==> src/rtl/music_control.sv <==
`default_nettype none
// ============================================================================
// Module   : music_control
// Purpose  : Control FSM ahead of the note datapath. Converts raw user buttons
//            into load/play strobes, records up to 16 notes and steps
//            note_counter through them at a fixed tempo during playback.
// Ports    : clk, reset          - clock, synchronous active-high reset
//            add_note_btn        - rising edge stores the current note
//            play_btn            - rising edge starts playback
//            stop_btn            - rising edge aborts playback
//            loop_en             - 1: wrap after last note, 0: stop
//            ld_note             - 1-cycle pulse, datapath writes next slot
//            display_note        - 1-cycle pulse, cycle after ld_note
//            ld_play / playing   - high for the whole of playback
//            next_note_en        - 1-cycle pulse at start of each played note
//            note_counter [3:0]  - slot being played
//            notes_stored [4:0]  - number of stored notes, 0..16
// Revision : 1.0 - initial release
// ============================================================================
module music_control #(
  parameter int NOTE_TICKS = 25_000_000,
  parameter int TICK_W     = 25
) (
  input  logic       clk,
  input  logic       reset,
  input  logic       add_note_btn,
  input  logic       play_btn,
  input  logic       stop_btn,
  input  logic       loop_en,
  output logic       ld_note,
  output logic       display_note,
  output logic       ld_play,
  output logic       next_note_en,
  output logic [3:0] note_counter,
  output logic [4:0] notes_stored,
  output logic       playing
);

  typedef enum logic [2:0] {
    S_IDLE       = 3'd0,
    S_REC        = 3'd1,
    S_REC_GAP    = 3'd2,
    S_PLAY_START = 3'd3,
    S_PLAY_HOLD  = 3'd4
  } state_t;

  // PLAY_START itself is one cycle of the note, so the hold phase counts
  // NOTE_TICKS-2 down to 0 to give exactly NOTE_TICKS cycles per note.
  localparam logic [TICK_W-1:0] C_TICK_RELOAD = TICK_W'(NOTE_TICKS - 2);
  localparam logic [TICK_W-1:0] C_TICK_ONE    = TICK_W'(1);
  localparam logic [4:0]        C_MAX_NOTES   = 5'd16;

  state_t            r_state, w_state_next;
  logic              r_add_q, r_play_q, r_stop_q;
  logic [TICK_W-1:0] r_tick, w_tick_next;
  logic [3:0]        r_note_cnt, w_note_cnt_next;
  logic [4:0]        r_stored, w_stored_next;

  logic w_add_edge, w_play_edge, w_stop_edge, w_last_note;

  assign w_add_edge  = add_note_btn & ~r_add_q;
  assign w_play_edge = play_btn     & ~r_play_q;
  assign w_stop_edge = stop_btn     & ~r_stop_q;
  assign w_last_note = ({1'b0, r_note_cnt} + 5'd1) >= r_stored;

  always_ff @(posedge clk) begin
    // The edge registers always follow the button level, including during
    // reset, so a button held through reset is seen as already pressed.
    r_add_q  <= add_note_btn;
    r_play_q <= play_btn;
    r_stop_q <= stop_btn;
    if (reset) begin
      r_state    <= S_IDLE;
      r_tick     <= '0;
      r_note_cnt <= '0;
      r_stored   <= '0;
    end else begin
      r_state    <= w_state_next;
      r_tick     <= w_tick_next;
      r_note_cnt <= w_note_cnt_next;
      r_stored   <= w_stored_next;
    end
  end

  always_comb begin
    w_state_next    = r_state;
    w_tick_next     = r_tick;
    w_note_cnt_next = r_note_cnt;
    w_stored_next   = r_stored;
    case (r_state)
      S_IDLE: begin
        // An add edge always beats a simultaneous play edge; at 16 notes it
        // is dropped so the datapath slot pointer never wraps.
        if (w_add_edge) begin
          if (r_stored < C_MAX_NOTES) w_state_next = S_REC;
        end else if (w_play_edge && (r_stored != 5'd0)) begin
          w_state_next    = S_PLAY_START;
          w_note_cnt_next = 4'd0;
        end
      end
      S_REC: begin
        if (r_stored < C_MAX_NOTES) w_stored_next = r_stored + 5'd1;
        w_state_next = S_REC_GAP;
      end
      S_REC_GAP: begin
        w_state_next = S_IDLE;
      end
      S_PLAY_START: begin
        w_tick_next = C_TICK_RELOAD;
        if (w_stop_edge) w_state_next = S_IDLE;
        else             w_state_next = S_PLAY_HOLD;
      end
      S_PLAY_HOLD: begin
        if (w_stop_edge) begin
          w_state_next = S_IDLE;
        end else if (r_tick == '0) begin
          if (!w_last_note) begin
            w_note_cnt_next = r_note_cnt + 4'd1;
            w_state_next    = S_PLAY_START;
          end else if (loop_en) begin
            w_note_cnt_next = 4'd0;
            w_state_next    = S_PLAY_START;
          end else begin
            w_state_next = S_IDLE;
          end
        end else begin
          w_tick_next = r_tick - C_TICK_ONE;
        end
      end
      default: w_state_next = S_IDLE;
    endcase
  end

  // All outputs decode registered state only.
  assign ld_note      = (r_state == S_REC);
  assign display_note = (r_state == S_REC_GAP);
  assign ld_play      = (r_state == S_PLAY_START) || (r_state == S_PLAY_HOLD);
  assign next_note_en = (r_state == S_PLAY_START);
  assign playing      = ld_play;
  assign note_counter = r_note_cnt;
  assign notes_stored = r_stored;

endmodule
`default_nettype wire
==> config.mk <==
export PLATFORM = sky130hd
export DESIGN_NAME = music_control
export DESIGN_NICKNAME = d
export VERILOG_FILES = /design/src/rtl/music_control.sv
export SDC_FILE = /design/constraint.sdc
export NUM_CORES = 1
export LEC_CHECK = 0
export ABC_AREA = 1
export BUFFER_PORTS_ARGS = -buffer_cell sky130_fd_sc_hd__buf_2
export CORE_MARGIN = 1
export CORE_UTILIZATION = 58
export CTS_CLUSTER_SIZE = 40
export DETAILED_ROUTE_END_ITERATION = 8
export PLACE_DENSITY = 0.77
export SLEW_MARGIN = 20
export SYNTH_ARGS = -nofsm -noshare
export SYNTH_HDL_FRONTEND = slang
export SYNTH_SLANG_ARGS = --single-unit
==> constraint.sdc <==
create_clock -name clk -period 5.7 [get_ports clk]
set_input_delay 0.285 -clock clk [delete_from_list [all_inputs] [get_ports clk]]
set_output_delay 0.285 -clock clk [all_outputs]
set_load 0.02 [all_outputs]
-- Word-level counts from Yosys, hierarchy flattened
Cells that the tools add are included.
- bits in registers: 40
- latch bits: 0
- bits in writable memories: 0
- ROM bits: 0
- input bits: 6
- output and inout bits: 14
- logic and storage cells: 62
- memories kept: 0
- $add $sub $neg: 4
- multipliers: 0
- div/mod/pow operators: 0
- $lt $le $gt $ge: 2
- equal/unequal tests: 13
- shifts and indexed selects: 0
- muxes and demuxes: 19
- bitwise operators: 6
- reductions and logical operators: 11
- operator list (cell ; count):
    $mux W25 ; 2
    $pmux W25 S2 ; 1
    $logic_not A25 Y1 ; 1
    $sub A25 B1 Y25 const B ; 1
    $mux W4 ; 6
    $mux W3 ; 6
    $ne A3 B3 Y1 const B ; 4
    $pmux W3 S4 ; 1
    $ne A2 B2 Y1 const B ; 5
    $pmux W4 S2 ; 1
    $eq A3 B2 Y1 const B ; 2
    $reduce_and A3 Y1 ; 2
    $reduce_and A6 Y1 ; 1
    $add A4 B1 Y5 const B ; 1
    $add A5 B1 Y5 const B ; 1
    $ge A5 B5 Y1 ; 1
    $lt A5 B5 Y1 const B ; 1
    $reduce_bool A5 Y1 ; 1
    $add A4 B1 Y4 const B ; 1
    $mux W2 ; 2
    $reduce_bool A2 Y1 ; 2
    $and A1 B1 Y1 ; 3
    $eq A3 B1 Y1 const B ; 1
    $eq A3 B3 Y1 const B ; 1
    other kinds (5) ; 7

-- Logic depth before layout (Yosys ltp)
Gate-level depths: netlist of the first run.
- depth after elaboration: 6
- gate-level depth with buffers: 14
- gate-level depth less buffers: 14

-- Worst setup path before layout of the first run
No wires, ideal clock.
- path kind: register -> register
- from: register r_note_cnt[0] (netlist: note_counter[0])
- to: register r_note_cnt[0] (netlist: note_counter[0])
- library setup time: 115 ps
- arrival time: 1861 ps
- setup slack: 3724 ps
- stages on the path, launching flop included: 14
- path buffers: 0
- clock period less this slack: 1976 ps
- cells stage by stage: dfxtp_1 -> ha_1 -> xor2_1 -> ha_1 -> nand2_1 -> nand2_1 -> nand2_1 -> nand3_1 -> nand2_1 -> nand2_1 -> nand2_1 -> nand3_1 -> nand2_1 -> nor2_1
- longest elaborated chain between the ends: 6
- elaborated cells on any way between the ends: 9
- classes of those cells: 2 x add/sub; 1 x order compare; 1 x eq/ne; 4 x mux; 1 x reduce/logical
- RTL lines (what ; RTL line ; source):
    start, declared ; 56 ; logic [3:0] r_note_cnt, w_note_cnt_next;
    start signal, assigned ; 80 ; r_note_cnt <= w_note_cnt_next;
    $add A4 B1 Y5 ; 64 ; assign w_last_note = ({1'b0, r_note_cnt} + 5'd1) >= r_stored;
    $ge A5 B5 Y1 ; 64 ;
    $mux W4 ; 117 ; if (!w_last_note) begin
    $mux W4 ; 116 ; end else if (r_tick == '0) begin
    $mux W4 ; 114 ; if (w_stop_edge) begin
    $pmux W4 S2 ; 90 ; case (r_state)
Several ways; a longest one is shown, not always the timed one. The select of a mux whose other input is x is not followed.
A chain may end at the register's enable or synchronous reset.

-- Worst setup path after layout of the first run
- from: register r_note_cnt[0] (netlist: note_counter[0])
- to: register r_note_cnt[2] (netlist: note_counter[2])
Same word-level chain as after synthesis.

==> results of run 1 <==
-- per-layer routing --
metal | up-vias | track usage (%) | part of all wire (%)
met5 | - | 0 | 0
met4 | 0 | 10.5 | 1.3
met3 | 8 | 6.09 | 5.3
met2 | 59 | 44.4 | 42
met1 | 1130 | 38.3 | 51
li1 | 1319 | - | -
-- critical path, delay by kind of cell, from the launching register on --
kind                       cells  cell delay [ns]
DFF                            1             0.42
xor gates and xnor gates       1             0.20
adders and majority gates      2             0.49
and+or+nand+nor               10             0.87
-- cell usage after synthesis, drive strengths merged --
library cell and n:
xnor2 1, nand4 12, o21ai 5, dfxtp 40
xor2 7, a21oi 35, nand2 123, inv 39
nor3 6, or2 9, nand3 35, ha 9
clkbuf 4, a31oi 1, clkinv 1, nor2 65
nor3b 3, buf 5
-- path summary, 6_finish.rpt --
path | end | cells past startpoint | startpoint | slack, ns
setup / recovery | note_counter[2]$_SDFFE_PP0P_ | 13 | note_counter[0]$_SDFFE_PP0P_ | 3.62
hold / removal | r_stop_q$_DFF_P_ | 1 | stop_btn | 0.1
setup reg to reg | note_counter[2]$_SDFFE_PP0P_ | 13 | note_counter[0]$_SDFFE_PP0P_ | 3.62
hold reg to reg | r_tick[0]$_SDFFE_PP0P_ | 1 | r_tick[0]$_SDFFE_PP0P_ | 0.47
-- flip-flops by register name, summed over array words and instances (netlist names) --
register / flops
r_add_q: 1
r_tick: 25
r_stop_q: 1
note_counter: 4
r_play_q: 1
notes_stored: 5
r_state: 3
-- cell type report --
class / instances / area [um^2] / area share, %
clock buffer: 7 / 86.3 / 3.10
clock inverter: 1 / 7.51 / 0.269
inverter: 40 / 153 / 5.47
multi-input combinational: 311 / 1580 / 56.8
sequential: 40 / 801 / 28.7
tap: 50 / 62.6 / 2.24
timing repair buffer: 19 / 95.1 / 3.41
-- through the flow --
stage          cell area [um^2]  utilization (%)  std cells
6_report                   2790             67.3        468
5_1_grt                    2790             67.3        468
4_1_cts                    2790             67.3        468
3_5_place_dp               2700             65.0        460
3_3_place_gp               2700             65.0        460
2_1_floorplan              2600                -        400
-- power by group through the flow --
stage / clock, mW / combinational (mW) / sequential [mW]
4_1_cts: 0.207 / 0.557 / 0.343
3_5_place_dp: 0 / 0.553 / 0.349
5_1_grt: 0.218 / 0.642 / 0.348
2_1_floorplan: 0 / 0.448 / 0.351
3_3_place_gp: 0 / 0.541 / 0.348
6_report: 0.200 / 0.560 / 0.343
-- cell families (layout without fill, tap and decap cells) --
logic type	after synthesis	in the layout	share of synthesized area (%)
simple gates	253	253	43.8
buf+inv	49	67	8.23
compound gates	41	41	10.1
flops	40	40	30.8
fa+ha+maj	9	9	4.33
xor+xnor	8	8	2.70
==> summary.txt, run 1 <==
Status: finished, final reports clean
Yosys Warn Count: 0
RSZ-0062 raised after global routing: no
Vias per std cell: 5.38
Pwr/cell area: 396 nW/um^2
Switching portion of total power: 44.4%
Internal: 0.614 mW
Synth unique cells: 29
DRC: 0
Clock Sinks: 40
Slew HR: 49.7%
CP Capture Type: flip-flop
TritonCTS clock tree: done
Largest net degree at the start of global routing: 30
First drt pass iteration count: 4
HPWL after DPL: 4.22 mm
Part of the cycle the worst path needs: 36.6%
Mapped Area: 2600 um^2
Maximum fanout along the worst path: 8
Lkg Pwr: 1.32 nW
Max-slew violations: 0
Initial antenna violation count: 0
Seq cells post-synth: 40
Placer's final routability congestion estimate: 0.868
Vias in the first global route: 2,291
Total number of vias: 2,516
Worst path required time: 5.89 ns
Initial Util: 62.7%
# hold bufs at CTS: 0
Critical Path, Cell by Cell: ha_1 > xor2_1 > ha_1 > nand2_1 > nand2_1 > nand2_1 > nand3_1 > nand2_1 > nand2_1 > nand2_1 > nand3_1 > nand2_1 > nor2_1
Post-Synthesis Cells: 400
Antenna cells: 0
CTS Buffer Depth: 2
Hold Vio Cnt, Final: 0
Worst path max stage delay: 0.42 ns
Max cap viols: 0
Final-stage net count: 432
Most common cell after layout, fill and taps aside: nand2_1
Leading cell types by total area after synthesis: dfxtp_1 31%, nand2_1 17%, nor2_1 8.4%
Seq/Total Area, Yosys: 30.8%
Crit-path most repeated cell: nand2_1
Final WL: 5.79 mm
Rows: 23
Die Span X: 68.9 um
Die height: 68.9 um
Max Clock Skew: 0.0108 ns
Synth Net Count: 415
Worst-margin pin slew: 0.754 ns
Total gr overflow: 0
Synth top area share: 30.8%
Clock transition at the registers of the reported paths: 0.08 ns
Total CTS buffers: 5
Hold WC Path Type: in2reg
Fmax: 480 MHz
Fillcell total: 395
Cell taking the most area after synthesis: dfxtp_1
Die area: 4750 um^2
Post-CTS Setup Repair Bufs: 0
Mapped Avg Cell Area: 6.50 um^2
DR WL/cell: 12.4 um
Overall routing resource usage: 28.5%
Setup total negative slack: 0 ns
Fin crit period: 2.08 ns
Final Power: 1.10 mW
Clock power frac: 18.1%
Resized Gates After CTS: 0
Worst setup margin: 3.62 ns
Ports: 20
Startpoint type of the worst setup path: flip-flop
First-pass GRT wire length: 10.1 mm
Pre-CTS setup slack: 3.64 ns
Power share of the sequential group: 31.1%
Combinational Power Share: 50.8%
PortBufs: 19
Worst-Skew Late Latency: 0.30 ns
Core Box Area: 4140 um^2
Layout cells sized above 1: 14.8%
Crit Path Class: reg2reg
Final ANT Viol Nets: 0
Crit-path slowest cell: dfxtp_1
Final setup violation count: 0
Peak supply drop: 174 uV
Hold slack: 0.0986 ns
Psw: 0.490 mW
Critical path arrival: 2.27 ns
Starting DRT DRC Count: 227
Clock root buffer: clkbuf_8
Commonest cells after routing, fill and taps aside: 118 x nand2_1, 58 x nor2_1, 40 x dfxtp_1
Area Growth Syn to Fin: 7.32%
CTS H-tree depth: 2
No activity file was read; power rests on OpenSTA's default activity.
==> run 2: changes to the inputs <==
--- a/config.mk
+++ b/config.mk
@@ -5,13 +5,13 @@
 export SDC_FILE = /design/constraint.sdc
 export NUM_CORES = 1
 export LEC_CHECK = 0
-export ABC_AREA = 1
+export ABC_AREA = 0
 export BUFFER_PORTS_ARGS = -buffer_cell sky130_fd_sc_hd__buf_2
 export CORE_MARGIN = 1
 export CORE_UTILIZATION = 58
 export CTS_CLUSTER_SIZE = 40
 export DETAILED_ROUTE_END_ITERATION = 8
-export PLACE_DENSITY = 0.77
+export PLACE_DENSITY = 0.78
 export SLEW_MARGIN = 20
 export SYNTH_ARGS = -nofsm -noshare
 export SYNTH_HDL_FRONTEND = slang
==> constraint.sdc (replaced) <==
create_clock -name clk -period 2.1 [get_ports clk]
set_input_delay 0.105 -clock clk [delete_from_list [all_inputs] [get_ports clk]]
set_output_delay 0.105 -clock clk [all_outputs]
set_load 0.02 [all_outputs]
==> run 2 against run 1 <==
Against the previous run: critical endpoint unchanged; global-route usage is 2.8 points lower; largest power group is now sequential cells; cell area down 4.2%; fmax rose by 0.38%; wire length shrank 13%; setup slack lost 3.6 ns.
==> summary.txt, run 2 <==
Register area: 810 um^2 (+1.1%)
Synth unique cells: 52 (+79%)
Lkg Pwr: 1.12 nW (-16%)
Peak supply drop: 840 uV (+380%)
Initial antenna violation count: 0 (unchanged)
Total number of vias: 1,950 (-22%)
Hold Vio Cnt, Final: 0 (unchanged)
Switching portion of total power: 36.7% (-7.6 points)
Clock transition at the registers of the reported paths: 0.08 ns (about the same)
Status: finished, final reports clean
Critical path arrival: 2.26 ns (about the same)
Final Power: 2.36 mW (+110%)
Max reg flops: 25 (unchanged)
Hold WC Path Type: in2reg
Worst-margin pin slew: 0.483 ns (-0.271 ns)
Pwr/cell area: 882 nW/um^2 (+120%)
Final-stage net count: 303 (-30%)
Vias per std cell: 5.82 (+8.3%)
Vias in the first global route: 1,817 (-21%)
Maximum fanout along the worst path: 5 (-3)
Mapped Area: 2190 um^2 (-16%)
Final ANT Viol Nets: 0 (unchanged)
Die height: 63.4 um (-8.0%)
Synth Net Count: 262 (-37%)
Psw: 0.866 mW (+77%)
Rows: 21 (-8.7%)
Area Growth Syn to Fin: 22.3%
Top FF cell, synth: dfxtp_1
Clock power frac: 22.8% (+4.7 points)
Synth top area share: 36.6% (+5.8 points)
Post-Synthesis Cells: 247 (-38%)
Clock root buffer: clkbuf_8
Commonest cells after routing, fill and taps aside: 35 x dfxtp_1, 25 x nor2_1, 24 x a21oi_1
Part of the cycle the worst path needs: 98.9% (+62 points)
Multi-input gate area: 1400 um^2 (-12%)
Total CTS buffers: 5 (unchanged)
Largest Register: r_tick
Placer's final routability congestion estimate: 0.903 (+4.0%)
Fillcell total: 278 (-30%)
Core Box Area: 3470 um^2 (-16%)
Largest net degree at the start of global routing: 21 (-30%)
Most common cell after layout, fill and taps aside: dfxtp_1
Startpoint type of the worst setup path: flip-flop
Final WL: 5.03 mm (-13%)
HPWL after DPL: 3.49 mm (-17%)
Top-count cell post-synth: dfxtp_1
Met1 wire length: 2.47 mm (-16%)
Post-synth EDFFs: 0 (unchanged)
Layout cells sized above 1: 26.6% (+12 points)
PortBufs: 19 (unchanged)
Die Span X: 63.4 um (-8.0%)
TritonCTS clock tree: done
Crit Path Class: reg2reg
Max-slew violations: 0 (unchanged)
Worst-Skew Late Latency: 0.30 ns (about the same)
RSZ-0062 raised after global routing: yes
Starting DRT DRC Count: 115 (-49%)
DRC: 0 (unchanged)
Yosys Warn Count: 0 (unchanged)
DR WL/cell: 15.0 um (+21%)
Overall routing resource usage: 25.7% (-2.8 points)
Seq cells post-synth: 40 (unchanged)
Fraction of registers with async set/reset: 0% (unchanged)
Commonest cells in the netlist: 40 x dfxtp_1, 25 x nor2_1, 24 x a21oi_1
Antenna cells: 0 (unchanged)
Clock Sinks: 40 (unchanged)
Slew HR: 67.7% (+18 points)
Cell taking the most area after synthesis: dfxtp_1
Initial Util: 63.0% (+0.31 points)
CP Capture Type: flip-flop
CTS Buffer Depth: 2 (unchanged)
Leading cell types by total area after synthesis: dfxtp_1 37%, xor2_1 5.6%, a21oi_1 5.5%
First drt pass iteration count: 4 (unchanged)
Fmax: 482 MHz (+0.38%)
Final setup violation count: 0 (unchanged)
Die area: 4020 um^2 (-15%)
First-pass GRT wire length: 8.21 mm (-18%)
Max Clock Skew: 0.00684 ns (-0.00399 ns)
Fin crit period: 2.08 ns (-0.00783 ns)
Met3 wire len: 182 um (-41%)
Highest metal layer with signal wires: met4
Combinational Power Share: 37.7% (-13 points)
Setup total negative slack: 0 ns (unchanged)
Max cap viols: 0 (unchanged)
CTS H-tree depth: 2 (unchanged)
Mapped Avg Cell Area: 8.85 um^2 (+36%)
Ports: 20 (unchanged)
Worst path required time: 2.29 ns (-3.60 ns)
Total gr overflow: 0 (unchanged)
Power share of the sequential group: 39.5% (+8.4 points)
Routed met2 length: 2.33 mm (-5.0%)
Seq/Total Area, Yosys: 36.6% (+5.8 points)
Internal: 1.49 mW (+140%)
[run 2: cell count changes after synthesis, moves of 8 or more]
cell and change:
inv_1 -29, nand3_1 -26, nand2b_1 +8, nor2_1 -33, a21oi_2 -15, xnor2_1 +8
nand2_1 -105
[run 2: power groups by stage]
stage                     Combinational [mW]  Sequential, mW  Clock [mW]
after floorplan                        0.609           0.922           0
after global placement                 0.802           0.933           0
after detailed placement               0.815           0.937           0
after CTS                              0.829           0.921       0.540
after global routing                   0.980           0.940       0.581
final                                  0.889           0.930       0.539
[run 2: per-stage QoR]
step | util, % | std cells | hold slack, ns | worst slack [ns] | area (um^2)
after floorplan | - | 247 | 0.133 | 0.0108 | 2190
after global placement | 69.7 | 319 | 0.224 | 0.0143 | 2420
after detailed placement | 69.7 | 319 | 0.233 | -0.0388 | 2420
after CTS | 74.5 | 331 | 0.179 | 0.000169 | 2580
after global routing | 77.1 | 335 | 0.230 | -0.0466 | 2670
final | 77.1 | 335 | 0.183 | 0.0239 | 2670
[run 2: kinds of logic (layout without fill, tap and decap cells)]
family          Yosys count  in the layout  synth area share [%]
compound gates           51             51                  15.8
xor+xnor                 23             23                  9.22
fa+ha+maj                 9              9                  5.15
buf+inv                  18             60                  3.66
flops                    40             40                  36.6
mux                       4              4                  1.83
simple gates            102            102                  27.7
[run 2: area by class of cell]
type | count | share of cell area [%]
clock buffer | 6 | 3.09
clock inverter | 2 | 0.375
inverter | 9 | 1.26
multi-input combinational | 189 | 52.2
sequential | 40 | 30.3
tap | 46 | 2.15
timing repair buffer | 43 | 10.6
[run 2: repair_timing]
action / 4_1_cts / 5_1_grt
resized for setup: 7 / 11
pin swaps: 4 / 4
endpoints found under the setup margin: 2 / 14
hold endpoints to repair: 3 / 0
hold buffers: 3 / 0
setup buffers: 1 / 4
[run 2: layer usage]
layer / vias up / GRT usage, %
met3: 6 / 4.53
met4: 0 / 7.95
li1: 976 / -
met5: - / 0
met2: 45 / 40.6
met1: 923 / 35.5
[run 2: worst paths after layout]
kind,startpoint,end,slack (ns),cells past startpoint
worst max-delay path,note_counter[0]$_SDFFE_PP0P_,note_counter[2]$_SDFFE_PP0P_,0.02,8
worst min register to register,r_tick[24]$_SDFFE_PP0P_,r_tick[24]$_SDFFE_PP0P_,0.50,2
worst max register to register,note_counter[0]$_SDFFE_PP0P_,note_counter[2]$_SDFFE_PP0P_,0.02,8
worst min-delay path,loop_en,r_state[1]$_SDFFE_PP0P_,0.18,3
[run 2: worst max-delay path, cell delays in order (launching register included)]
cell	delay [ns]
dfxtp_4	0.37
buf_4	0.14
ha_1	0.29
nand2b_4	0.14
a2111o_1	0.42
nand3_2	0.10
o311a_4	0.21
o21ai_1	0.07
a31o_2	0.24
==> run 3: changes to the inputs <==
--- a/config.mk
+++ b/config.mk
@@ -11,6 +11,7 @@
 export CORE_UTILIZATION = 58
 export CTS_CLUSTER_SIZE = 40
 export DETAILED_ROUTE_END_ITERATION = 8
+export GPL_TIMING_DRIVEN = 0
 export PLACE_DENSITY = 0.78
 export SLEW_MARGIN = 20
 export SYNTH_ARGS = -nofsm -noshare
==> run 3 against run 2 <==
Against the previous run: sequential share of layout area is 0.42 points higher; clock power is 11% lower; first-iteration DRC count is 46% higher; critical path depth is 1 lower; sequential cell count stayed put; die area stayed put; setup slack better by 0.019 ns; fmax is 0.92% higher; non-clock buffer count is 6 lower; register-to-register slack better by 0.02 ns; worst hold slack better by 0.0035 ns; wire length is 4.1% higher.
==> summary.txt, run 3 (same netlist as run 2, synthesis figures left out) <==
Layer with the highest usage: met2
Post-layout instance area: 2660 um^2 (-0.61%)
TritonCTS clock tree: done
Initial antenna violation count: 0 (unchanged)
Crit Path Class: reg2reg
GRT met2 Usage: 40.8% (+0.27 points)
Hold Vio Cnt, Final: 0 (unchanged)
Total gr overflow: 0 (unchanged)
Layout cells sized above 1: 25.5% (-1.1 points)
Max Clock Skew: 0.00481 ns (-0.00203 ns)
Final WL: 5.23 mm (+4.1%)
Worst-Skew Late Latency: 0.29 ns (about the same)
Part of the cycle the worst path needs: 98.0% (-0.90 points)
Vias in the first global route: 1,800 (-0.94%)
Filler-free cell count of the finished design: 328 (-2.1%)
Worst-margin pin slew: 0.579 ns (+0.0958 ns)
Combinational Power Share: 38.8% (+1.1 points)
Switching portion of total power: 37.5% (+0.76 points)
Clock transition at the registers of the reported paths: 0.07 ns (about the same)
HPWL after DPL: 3.38 mm (-3.2%)
Inst Count DP: 311 (-2.5%)
Final setup violation count: 0 (unchanged)
Final Power: 2.31 mW (-2.1%)
Worst path required time: 2.29 ns (about the same)
DR WL/cell: 16.0 um (+6.3%)
Most common cell after layout, fill and taps aside: dfxtp_1
Startpoint type of the worst setup path: flip-flop
Commonest cells after routing, fill and taps aside: 34 x dfxtp_1, 25 x nor2_1, 23 x a21oi_1
CTS Buffer Depth: 2 (unchanged)
First-pass GRT wire length: 8.20 mm (-0.17%)
Overall routing resource usage: 26.5% (+0.73 points)
Placer's final routability congestion estimate: 0.806 (-11%)
Clock power frac: 20.8% (-2.0 points)
Die Span X: 63.4 um (unchanged)
Internal: 1.44 mW (-3.2%)
Vias per std cell: 5.93 (+1.9%)
Hold WC Path Type: in2reg
Core Box Area: 3470 um^2 (unchanged)
Slew HR: 61.4% (-6.3 points)
Fin util: 76.6% (-0.47 points)
Total number of vias: 1,945 (-0.26%)
Psw: 0.866 mW (about the same)
Clock Sinks: 40 (unchanged)
Maximum fanout along the worst path: 5 (unchanged)
Clock root buffer: clkbuf_8
Ports: 20 (unchanged)
Largest Register: r_tick
Fin crit period: 2.06 ns (-0.0189 ns)
Antenna cells: 0 (unchanged)
Status: finished, final reports clean
Pwr/cell area: 869 nW/um^2 (-1.5%)
Largest net degree at the start of global routing: 12 (-43%)
Max reg flops: 25 (unchanged)
Area Growth Syn to Fin: 21.5%
Met1 Use GR: 35.4% (-0.065 points)
Max-slew violations: 0 (unchanged)
Die height: 63.4 um (unchanged)
Initial Util: 63.0% (unchanged)
RSZ-0062 raised after global routing: yes
Rows: 21 (unchanged)
Met3 Use GR: 6.70% (+2.2 points)
Final ANT Viol Nets: 0 (unchanged)
Max cap viols: 0 (unchanged)
Placed Area: 2340 um^2 (-3.3%)
Total CTS buffers: 5 (unchanged)
Power share of the sequential group: 40.3% (+0.8 points)
First drt pass iteration count: 4 (unchanged)
PortBufs: 18 (-1)
Fmax: 486 MHz (+0.92%)
Lkg Pwr: 1.11 nW (-1.2%)
Final-stage net count: 297 (-2.0%)
R2r setup slk: 0.04 ns (+0.02 ns)
Starting DRT DRC Count: 168 (+46%)
CP Capture Type: flip-flop
Critical path arrival: 2.25 ns (about the same)
CTS H-tree depth: 2 (unchanged)
Peak supply drop: 668 uV (-20%)
Die area: 4020 um^2 (unchanged)
DRC: 0 (unchanged)
-- run 3: cell count changes in the layout (fill, tap and decap cells not counted), moves of 2 or more --
cell / delta
buf_4: -12
clkbuf_1: +5
dfxtp_4: +2
inv_1: -3
inv_2: +3
-- run 3: layout make-up --
| class | count | area, um^2 |
|---|---|---|
| fillers | 260 | 812 |
| flip-flops and latches | 40 | 816 |
| well taps | 46 | 57.6 |
| multi-input cells | 189 | 1450 |
| clock inverters | 1 | 5.00 |
| clock buffers | 6 | 72.6 |
| inverters | 9 | 33.8 |
| repair buffers | 29 | 180 |
| plain buffers | 8 | 43.8 |
-- run 3: worst max-delay path, stage by stage (launching register included) --
cell	delay [ns]
dfxtp_2	0.38
ha_4	0.22
ha_1	0.27
a2111o_1	0.43
nand3_2	0.10
o311a_4	0.21
o21ai_0	0.10
a31o_2	0.24
-- run 3: path summary, 6_finish.rpt --
kind                                        to                         start  cells past startpoint
hold / removal         r_state[1]$_SDFFE_PP0P_                       loop_en                      3
setup / recovery  note_counter[2]$_SDFFE_PP0P_  note_counter[1]$_SDFFE_PP0P_                      7
setup reg to reg  note_counter[2]$_SDFFE_PP0P_  note_counter[1]$_SDFFE_PP0P_                      7
hold reg to reg        r_tick[24]$_SDFFE_PP0P_       r_tick[24]$_SDFFE_PP0P_                      2
-- run 3: timing repair --
action,CTS,global route
hold buffers,3,0
pin swaps,2,14
setup buffers,1,7
setup endpoints to repair,29,22
endpoints found under the hold margin,3,0
resized for setup,8,26
-- run 3: layer usage --
layer,share of wire (%),wire length [um],up-vias
met5,0,0,-
met4,1.2,65,0
met3,5.3,278,9
met2,46,2420,72
met1,47,2470,909
li1,-,-,955
-- run 3: power groups by stage --
stage / clock network, mW / registers, mW / logic [mW]
finish: 0.481 / 0.931 / 0.897
global route: 0.524 / 0.941 / 0.986
CTS: 0.485 / 0.919 / 0.786
detailed placement: 0 / 0.929 / 0.761
global placement: 0 / 0.924 / 0.752
floorplan: 0 / 0.922 / 0.609
-- run 3: per-stage QoR --
stage / hold WS (ns) / worst slack (ns) / setup TNS, ns
after floorplan: 0.133 / 0.0108 / 0
final: 0.187 / 0.0428 / 0
after detailed placement: 0.224 / -0.356 / -4.65
after CTS: 0.180 / 0.00385 / 0
after global routing: 0.192 / -0.0433 / -0.0493
after global placement: 0.221 / -0.308 / -3.42
